`config.mk`:
```
export PLATFORM = sky130hd
export DESIGN_NAME = tl_request_arbiter
export DESIGN_NICKNAME = d
export VERILOG_FILES = /design/src/rtl/tl_pkg.sv /design/src/rtl/tl_debounce.sv /design/src/rtl/tl_request_arbiter.sv
export SDC_FILE = /design/constraint.sdc
export NUM_CORES = 1
export LEC_CHECK = 0
export BUFFER_PORTS_ARGS = -buffer_cell sky130_fd_sc_hd__buf_2
export CAP_MARGIN = 40
export CORE_MARGIN = 10
export CORE_UTILIZATION = 40
export DETAILED_ROUTE_END_ITERATION = 16
export HOLD_SLACK_MARGIN = 0.03
export PLACE_DENSITY = 0.66
export RECOVER_POWER = 25
export SLEW_MARGIN = 20
export SYNTH_ARGS = -nofsm -noshare
export SYNTH_HDL_FRONTEND = slang
export SYNTH_HIERARCHICAL = 1
export SYNTH_SLANG_ARGS = --single-unit
```
`constraint.sdc`:
```
create_clock -name clk -period 2.7 [get_ports clk]
set_clock_uncertainty 0.05 [all_clocks]
set_input_delay 0.54 -clock clk [delete_from_list [all_inputs] [get_ports clk]]
set_output_delay 0.54 -clock clk [all_outputs]
set_load 0.01 [all_outputs]
```
`src/rtl/tl_pkg.sv`:
```
// Shared types and helpers for the intersection request arbiter.
package tl_pkg;

  typedef enum logic [1:0] {IDLE, GRANT, HOLD, EMERG} arb_state_t;

  localparam int N_APPR_DEF = 4;
  localparam int IDX_W      = $clog2(N_APPR_DEF);

  function automatic logic [N_APPR_DEF-1:0] onehot(input logic [IDX_W-1:0] idx);
    logic [N_APPR_DEF-1:0] v;
    v      = '0;
    v[idx] = 1'b1;
    return v;
  endfunction

endpackage

```
`src/rtl/tl_debounce.sv`:
```
// Button conditioner: 2-FF synchroniser, then a level that flips after DEBOUNCE_CYC differing samples.
// Latency 2 + DEBOUNCE_CYC cycles from a stable input change to level/rise; no backpressure.
module tl_debounce #(
  parameter int DEBOUNCE_CYC = 16
) (
  input  logic clk,
  input  logic rst,
  input  logic din,
  output logic level,
  output logic rise
);

  localparam int CW = $clog2(DEBOUNCE_CYC + 1);

  logic          sync1;
  logic          sync2;
  logic [CW-1:0] cnt;

  always_ff @(posedge clk or posedge rst) begin
    if (rst) begin
      sync1 <= 1'b0;
      sync2 <= 1'b0;
      cnt   <= '0;
      level <= 1'b0;
      rise  <= 1'b0;
    end else begin
      sync1 <= din;
      sync2 <= sync1;
      rise  <= 1'b0;
      if (sync2 == level) begin
        cnt <= '0;
      end else if (cnt == CW'(DEBOUNCE_CYC - 1)) begin
        // This is the DEBOUNCE_CYC-th consecutive differing sample.
        cnt   <= '0;
        level <= ~level;
        rise  <= ~level;
      end else begin
        cnt <= cnt + 1'b1;
      end
    end
  end

endmodule

```
`src/rtl/tl_request_arbiter.sv`:
```
// Debounces ped/emergency buttons, latches ped requests and grants them round-robin; TL_ARB_TIMEOUT_EN adds a grant timeout.
// Outputs registered: pending 1 cycle after a debounced edge, preferentials 1 cycle later; lgreen acts as the acknowledge.
module tl_request_arbiter
  import tl_pkg::*;
#(
  parameter int N_APPR       = N_APPR_DEF,
  parameter int DEBOUNCE_CYC = 16,
  parameter int HOLD_CYC     = 8,
  parameter int MAX_WAIT     = 64
) (
  input  logic              clk,
  input  logic              rst,
  input  logic [N_APPR-1:0] btn_ped,
  input  logic [N_APPR-1:0] btn_emerg,
  input  logic [N_APPR-1:0] lgreen,
  output logic [N_APPR-1:0] preferentials,
  output logic [N_APPR-1:0] force_reds,
  output logic [N_APPR-1:0] pending,
  output logic              emerg_active
);

  localparam int PW = $clog2(N_APPR);
  localparam int HW = $clog2(HOLD_CYC + 1);

  logic [N_APPR-1:0] ped_lvl, ped_rise, emerg_lvl, emerg_rise;

  for (genvar i = 0; i < N_APPR; i++) begin : g_db
    tl_debounce #(.DEBOUNCE_CYC(DEBOUNCE_CYC)) u_ped (
      .clk   (clk),
      .rst   (rst),
      .din   (btn_ped[i]),
      .level (ped_lvl[i]),
      .rise  (ped_rise[i])
    );
    tl_debounce #(.DEBOUNCE_CYC(DEBOUNCE_CYC)) u_emerg (
      .clk   (clk),
      .rst   (rst),
      .din   (btn_emerg[i]),
      .level (emerg_lvl[i]),
      .rise  (emerg_rise[i])
    );
  end

  logic unused_db;
  assign unused_db = ^{ped_lvl, emerg_rise};

  arb_state_t        state, state_n;
  logic [PW-1:0]     rr_ptr, rr_n, sel_n, e_idx;
  logic [HW-1:0]     hold_cnt, hold_n;
  logic [N_APPR-1:0] clr, pref_n, fr_n;
  logic              ea_n, found, any_emerg;
`ifdef TL_ARB_TIMEOUT_EN
  localparam int WW = $clog2(MAX_WAIT + 1);
  logic [WW-1:0]     wait_cnt, wait_n;
`endif

  // Round-robin search starting just after the last granted approach.
  always_comb begin
    int idx;
    found = 1'b0;
    sel_n = rr_ptr;
    idx   = 0;
    for (int k = 1; k <= N_APPR; k++) begin
      idx = int'(rr_ptr) + k;
      if (idx >= N_APPR) idx = idx - N_APPR;
      if (!found && pending[PW'(idx)]) begin
        found = 1'b1;
        sel_n = PW'(idx);
      end
    end
  end

  always_comb begin
    e_idx = '0;
    for (int i = N_APPR - 1; i >= 0; i--) begin
      if (emerg_lvl[i]) e_idx = PW'(i);
    end
  end

  assign any_emerg = |emerg_lvl;

  always_comb begin
    state_n = state;
    rr_n    = rr_ptr;
    hold_n  = hold_cnt;
    clr     = '0;
    pref_n  = '0;
    fr_n    = '0;
    ea_n    = 1'b0;
`ifdef TL_ARB_TIMEOUT_EN
    wait_n  = wait_cnt;
`endif
    // Emergency pre-empts every state; the interrupted request stays pending.
    if (any_emerg) begin
      state_n = EMERG;
      pref_n  = onehot(e_idx);
      fr_n    = ~onehot(e_idx);
      ea_n    = 1'b1;
    end else begin
      case (state)
        IDLE: begin
          if (found) begin
            state_n = GRANT;
            rr_n    = sel_n;
            pref_n  = onehot(sel_n);
`ifdef TL_ARB_TIMEOUT_EN
            wait_n  = '0;
`endif
          end
        end
        GRANT: begin
          if (lgreen[rr_ptr]) begin
            state_n = HOLD;
            hold_n  = HW'(HOLD_CYC - 1);
            pref_n  = onehot(rr_ptr);
          end
`ifdef TL_ARB_TIMEOUT_EN
          else if (wait_cnt == WW'(MAX_WAIT - 1)) begin
            state_n = IDLE;
          end else begin
            pref_n = onehot(rr_ptr);
            wait_n = wait_cnt + 1'b1;
          end
`else
          else begin
            pref_n = onehot(rr_ptr);
          end
`endif
        end
        HOLD: begin
          if (hold_cnt == '0) begin
            clr     = onehot(rr_ptr);
            state_n = IDLE;
          end else begin
            hold_n = hold_cnt - 1'b1;
            pref_n = onehot(rr_ptr);
          end
        end
        default: state_n = IDLE;
      endcase
    end
  end

  always_ff @(posedge clk or posedge rst) begin
    if (rst) begin
      state         <= IDLE;
      rr_ptr        <= PW'(N_APPR - 1);
      hold_cnt      <= '0;
      pending       <= '0;
      preferentials <= '0;
      force_reds    <= '0;
      emerg_active  <= 1'b0;
`ifdef TL_ARB_TIMEOUT_EN
      wait_cnt      <= '0;
`endif
    end else begin
      state         <= state_n;
      rr_ptr        <= rr_n;
      hold_cnt      <= hold_n;
      pending       <= (pending | ped_rise) & ~clr;
      preferentials <= pref_n;
      force_reds    <= fr_n;
      emerg_active  <= ea_n;
`ifdef TL_ARB_TIMEOUT_EN
      wait_cnt      <= wait_n;
`endif
    end
  end

endmodule

```
==> summary.txt, run 1 <==
CTS
  • Clock Path Buffers: 2
  • Clk_lat worst skew: between 300 and 400 ps
  • Clock sink count: 89
  • Root buf cell: clkbuf_8
  • CTS tree: built
  • Clock-pin slew of the registers on the worst-case setup and hold paths: ~90 ps
  • Post-CTS Setup Repair Bufs: 0
  • Cts hold-fix bufs: 0
  • # resized after CTS: 0
  • H-tree levels: 3
  • Num CTS Buffers: 9

Worst setup path
  • Crit path arrival time: roughly 2800 ps
  • Worst setup EP type: flop
  • Critical Path, Cell by Cell: inv_1, ha_1, mux2_2, a32oi_1, nor4b_1, a211o_1, a221o_1
  • Critical path class: reg2reg
  • Slowest-stage cell, CP: dfstp_2
  • Slowest stage delay, CP: about 540 ps
  • Startpoint types: flop
  • Critical Path RT: between 2000 and 3000 ps
  • Reg2reg path depth: 7
  • Max FO, Critical Path: 8
  • Worst setup path startpoint: rr_ptr[1]$_DFFE_PP1P_
  • Reg2reg start: rr_ptr[1]$_DFFE_PP1P_

GRT
  • Vias in the first global route: between 2,000 and 2,500
  • GRT Max-Usage Layer: met2
  • Initial antenna violation count: 0
  • Grt met3 use: 0.0271
  • Met2 Use GR: 0.159
  • Global-route wire length before repair: between 10,000 and 15,000 um
  • Pin count of the biggest net entering global routing: 22
  • Gr usage total: 0.0992
  • Grt met1 use: 0.120
  • GRT overflow: 0

Power
  • Pleak: approximately 2.3 nW
  • Pwr/cell area: 605 nW/um2
  • Max VDD drop: around 220 uV

Job
  • MaxCap Viol Count: 0

Floorplan
  • Chip Width: approximately 120 um
  • Core area: 9640 um2
  • DIE AREA: around 14,000 um2
  • Rows: 36
  • Initial Utilization: 0.405
  • Chip height: about 120 um
  • Top-level I/O count: 27

Layout
  • Fillers: about 900
  • Register area: 2230 um2
  • Non-filler cells, final: approximately 510
  • Multi-input logic area: about 1500 um2
  • Final core occ: 0.454
  • Top flop regs: g_db.u_emerg/cnt: 20 flops, g_db.u_ped/cnt: 20 flops
  • Layout Nets: 402
  • Area Overhead vs Synth: 12.2%
  • Share of cells above drive strength 1: 0.203
  • # diodes: 0

Routing
  • Drt initial violations: 110
  • WL per Instance: 13.2 um
  • DRC violations left: 0
  • Vias/cell: approximately 4.7
  • Post-detailed-routing wire length: between 6000 and 7000 um
  • Drt pass-1 iters: 4
  • DRT antenna net count: 0
  • Vias post-DR: 2,375

STA
  • Slew Limit Fails: 0
  • Worst-margin pin slew: between 400 and 500 ps
  • Final min period: between 2000 and 3000 ps
  • Final WS setup: roughly 200 ps
  • Final TNS setup: 0 ps
  • Final setup viols: 0
  • Final period util: 0.926
  • Rel. slew slack: 0.700
  • Maximum clock rate: 0.400 GHz
  • Hold Vio Cnt, Final: 0
  • Unrepaired setup endpoints after global routing: no

Synthesis
  • Mapped cell area: between 3000 and 4000 um2
  • Post-Syn Nets: ~370
  • Syn avg cell area: about 12 um2
  • Post-Syn Instances: around 330
  • Yosys Warn Count: 6

Outcome
  • Status: finished, final reports clean

Placement
  • Post-DP HPWL: ~5000 um
  • Placed instance count: roughly 490
  • Post-place setup slack: 298 ps
  • # port buffers: 26
  • GPL Wtd Cong: roughly 0.84

Min path
  • Worst hold path class: in2async
[power breakdown]
group	switching [W]	internal [W]
clock network	0.000440	0.000404
registers	0.0000642	0.00142
logic	0.000190	0.000137
total	0.000694	0.00196
[final cells by class]
type,count,area share
sequential,89,0.509
tap,133,0.0380
multi-input combinational,213,0.350
inverter,27,0.0231
clock buffer,13,0.0386
clock inverter,2,0.00286
timing repair buffer,30,0.0380
[critical path: cells and delay by family, from the launching register on]
family,cells,cell delay (ps)
buffers and inverters,1,80
adder cells (fa/ha/maj),1,460
AND/OR/NAND/NOR,1,290
AO/OA/AOI/OAI,3,630
flip-flops,1,540
multiplexers,1,390
[metrics by stage]
| step | total power, W | hold WS [ps] | cell area, um2 |
|---|---|---|---|
| after floorplan | 0.00176 | 281 | 3910 |
| after global placement | 0.00181 | 282 | 4190 |
| after detailed placement | 0.00184 | 285 | 4190 |
| after CTS | 0.00268 | 153 | 4370 |
| after global routing | 0.00281 | 209 | 4380 |
| final | 0.00265 | 195 | 4380 |
[placed cells by master, fill, tap and decap left out, drive strengths merged, types with 2 or more instances in the layout]
cell,n
clkbuf,14
mux2,11
buf,29
nor4b,5
nand2b,5
inv,27
or3,2
dfrtp,87
and3,8
mux2i,3
o21ai,11
and2,9
nor2b,2
nor2,47
nand4,2
nand2,10
xor2,24
a211oi,2
dfstp,2
a211o,2
nor3,4
mux4,2
a31oi,3
a21oi,10
ha,18
nand3,19
[path summary, 6_finish.rpt]
path	endpoint	slack [ps]
worst max-delay path	preferentials[0]$_DFF_PP0_	200
worst min-delay path	force_reds[3]$_DFF_PP0_	200
worst max register to register	preferentials[0]$_DFF_PP0_	200
min in group clk	g_db[3].u_ped/sync1$_DFF_PP0_	230
max in group asynchronous	rr_ptr[0]$_DFFE_PP1P_	1950
worst min register to register	g_db[1].u_emerg/sync2$_DFF_PP0_	300
[routing by layer]
metal	part of all wire	vias to the layer above	wire length, um
met5	0	-	0
met4	0.021	0	141
met3	0.027	12	178
met2	0.47	26	3120
met1	0.49	1139	3260
li1	-	1198	-
No activity file was read; power rests on OpenSTA's default activity.
==> inputs of run 2 (changes only) <==
--- a/config.mk
+++ b/config.mk
@@ -8,10 +8,11 @@
 export BUFFER_PORTS_ARGS = -buffer_cell sky130_fd_sc_hd__buf_2
 export CAP_MARGIN = 40
 export CORE_MARGIN = 10
-export CORE_UTILIZATION = 40
+export CORE_UTILIZATION = 62
+export CTS_BUF_LIST = sky130_fd_sc_hd__clkbuf_4
 export DETAILED_ROUTE_END_ITERATION = 16
 export HOLD_SLACK_MARGIN = 0.03
-export PLACE_DENSITY = 0.66
+export PLACE_DENSITY = 0.9
 export RECOVER_POWER = 25
 export SLEW_MARGIN = 20
 export SYNTH_ARGS = -nofsm -noshare
==> run 2 against run 1 <==
Non-clock buffer count is 1 higher. Design area is 2.5% lower. Sequential share of layout area rose by 1.3 points. Critical path depth did not move. Via count up 7.5%. Worst hold slack got worse by 62 ps. Flip-flop and latch count unchanged. Cell count is 11% lower. Sequential power barely moved.
==> summary.txt, run 2 (synthesis results as in run 1) <==
Routing
  • Vias/cell: 5.66 (+21%)
  • DRC violations left: 0 (unchanged)
  • DRT antenna net count: 0 (unchanged)
  • WL per Instance: 16.1 um (+21%)
  • Post-detailed-routing wire length: 7240 um (+8.1%)
  • Vias post-DR: 2,553 (+7.5%)
  • Drt pass-1 iters: 4 (unchanged)
  • Drt initial violations: 125 (+14%)

GRT
  • Vias in the first global route: 2,566 (+5.1%)
  • Grt met3 use: 0.0353 (+0.00816)
  • Initial antenna violation count: 0 (unchanged)
  • Pin count of the biggest net entering global routing: 22 (unchanged)
  • Global-route wire length before repair: 12,100 um (+5.9%)
  • GRT overflow: 0 (unchanged)
  • Grt met1 use: 0.181 (+0.0609)
  • GRT Max-Usage Layer: met2
  • Met2 Use GR: 0.245 (+0.0861)
  • Gr usage total: 0.151 (+0.0513)

Layout
  • Commonest non-fill, non-tap cell in the layout: dfrtp_1
  • Layout Nets: 403 (+0.25%)
  • Fillers: 432 (-53%)
  • # diodes: 0 (unchanged)
  • Most frequent cells in the layout: dfrtp_1 (87), nor2_1 (47), inv_1 (27), buf_2 (25), xor2_1 (24)
  • Share of cells above drive strength 1: 0.202 (-0.00108)
  • Top flop regs: g_db.u_emerg/cnt: 20 flops, g_db.u_ped/cnt: 20 flops
  • Area Overhead vs Synth: 9.36%

CTS
  • Post-CTS Setup Repair Bufs: 0 (unchanged)
  • CTS tree: built
  • Clock-pin slew of the registers on the worst-case setup and hold paths: 140 ps (+50 ps)
  • Clock sink count: 89 (unchanged)
  • Num CTS Buffers: 9 (unchanged)
  • # resized after CTS: 0 (unchanged)
  • Root buf cell: clkbuf_4
  • Clock Path Buffers: 2 (unchanged)
  • Clk_lat worst skew: 450 ps (+90 ps)
  • H-tree levels: 3 (unchanged)

Placement
  • GPL Wtd Cong: 0.888 (+5.2%)
  • Post-DP HPWL: 5070 um (+1.7%)
  • # port buffers: 26 (unchanged)

Floorplan
  • Initial Utilization: 0.648 (+0.243)
  • Chip height: 99.4 um (-16%)
  • DIE AREA: 9870 um2 (-30%)
  • Chip Width: 99.4 um (-16%)
  • Rows: 28 (-22%)
  • Core area: 6030 um2 (-37%)
  • Top-level I/O count: 27 (unchanged)

Power
  • Int Power: 0.00184 W (-5.9%)
  • Switching Share: 0.277 (+0.0154)
  • Max VDD drop: 455 uV (+100%)
  • Pleak: 2.26 nW (-0.70%)
  • Comb power frac: 0.129 (+0.006)
  • Clock share of power: 0.288 (-0.030)
  • Register share of total power: 0.583 (+0.025)
  • P_sw: 0.000706 W (+1.7%)
  • Pwr/cell area: 597 nW/um2 (-1.4%)

STA
  • Final setup viols: 0 (unchanged)
  • Unrepaired setup endpoints after global routing: no
  • Hold WS: 133 ps (-62.2 ps)
  • Final period util: 0.917 (-0.00929)
  • Maximum clock rate: 0.404 GHz (+1.0%)
  • Final min period: 2480 ps (-25.1 ps)
  • Slew Limit Fails: 0 (unchanged)
  • Hold Vio Cnt, Final: 0 (unchanged)
  • Rel. slew slack: 0.696 (-0.00382)
  • Worst-margin pin slew: 456 ps (+5.72 ps)
  • Final TNS setup: 0 ps (unchanged)

Worst setup path
  • Startpoint types: flop
  • Critical Path RT: 3050 ps (+90 ps)
  • Crit path arrival time: 2820 ps (+60 ps)
  • Worst setup EP type: flop
  • Max FO, Critical Path: 8 (unchanged)
  • Critical path class: reg2reg

Outcome
  • Status: finished, final reports clean

Min path
  • Worst hold path class: in2reg

Job
  • MaxCap Viol Count: 0 (unchanged)
[run 2: final timing paths]
kind	start	to	slack [ps]	depth (start not counted)
hold / removal	btn_emerg[3]	g_db[3].u_emerg/sync1$_DFF_PP0_	130	1
hold reg to reg	g_db[1].u_emerg/sync1$_DFF_PP0_	g_db[1].u_emerg/sync2$_DFF_PP0_	310	0
min in group asynchronous	rst	force_reds[2]$_DFF_PP0_	670	3
setup / recovery	rr_ptr[1]$_DFFE_PP1P_	preferentials[1]$_DFF_PP0_	220	7
setup reg to reg	rr_ptr[1]$_DFFE_PP1P_	preferentials[1]$_DFF_PP0_	220	7
max in group asynchronous	rst	rr_ptr[0]$_DFFE_PP1P_	1440	4
[run 2: layout make-up]
| type | count | area, um2 | share of cell area |
|---|---|---|---|
| clock inverters | 6 | 58.8 | 0.0138 |
| well taps | 75 | 93.8 | 0.0220 |
| repair buffers | 31 | 176 | 0.0413 |
| flip-flops and latches | 89 | 2230 | 0.522 |
| clock buffers | 10 | 75.1 | 0.0176 |
| inverters | 27 | 101 | 0.0237 |
| multi-input cells | 213 | 1540 | 0.360 |
[run 2: power by group through the flow]
stage	logic (W)	registers, W	clock network (W)
2_1_floorplan	0.000263	0.00150	0
4_1_cts	0.000326	0.00148	0.000747
3_5_place_dp	0.000324	0.00151	0
5_1_grt	0.000379	0.00150	0.000803
6_report	0.000329	0.00148	0.000734
3_3_place_gp	0.000307	0.00150	0
[run 2: what timing repair did]
action                                 in CTS  in global routing
hold buffers                                0                  1
setup endpoints to repair                   0                  0
endpoints found under the hold margin       0                  2
[run 2: through the flow]
| step | total power [W] | utilization | std cells | setup WS (ps) | instance area, um2 |
|---|---|---|---|---|---|
| floorplan | 0.00176 | - | 333 | 275 | 3910 |
| global route | 0.00268 | 0.709 | 451 | 131 | 4270 |
| global placement | 0.00181 | 0.683 | 433 | 416 | 4110 |
| finish | 0.00255 | 0.709 | 451 | 224 | 4270 |
| CTS | 0.00256 | 0.705 | 449 | 244 | 4250 |
| detailed placement | 0.00183 | 0.683 | 433 | 298 | 4110 |
[run 2: routing by layer]
layer | share of wire | wire [um]
met2 | 0.49 | 3570
met4 | 0.028 | 204
met5 | 0 | 0
met3 | 0.048 | 348
met1 | 0.43 | 3120
[run 2: worst max-delay path, cell delays in order (launching register included)]
cell and delay (ps):
dfstp_2 560, inv_1 80, ha_1 440, mux2_2 380
a32oi_1 180, nor4b_1 290, a211o_1 250, a31o_2 190
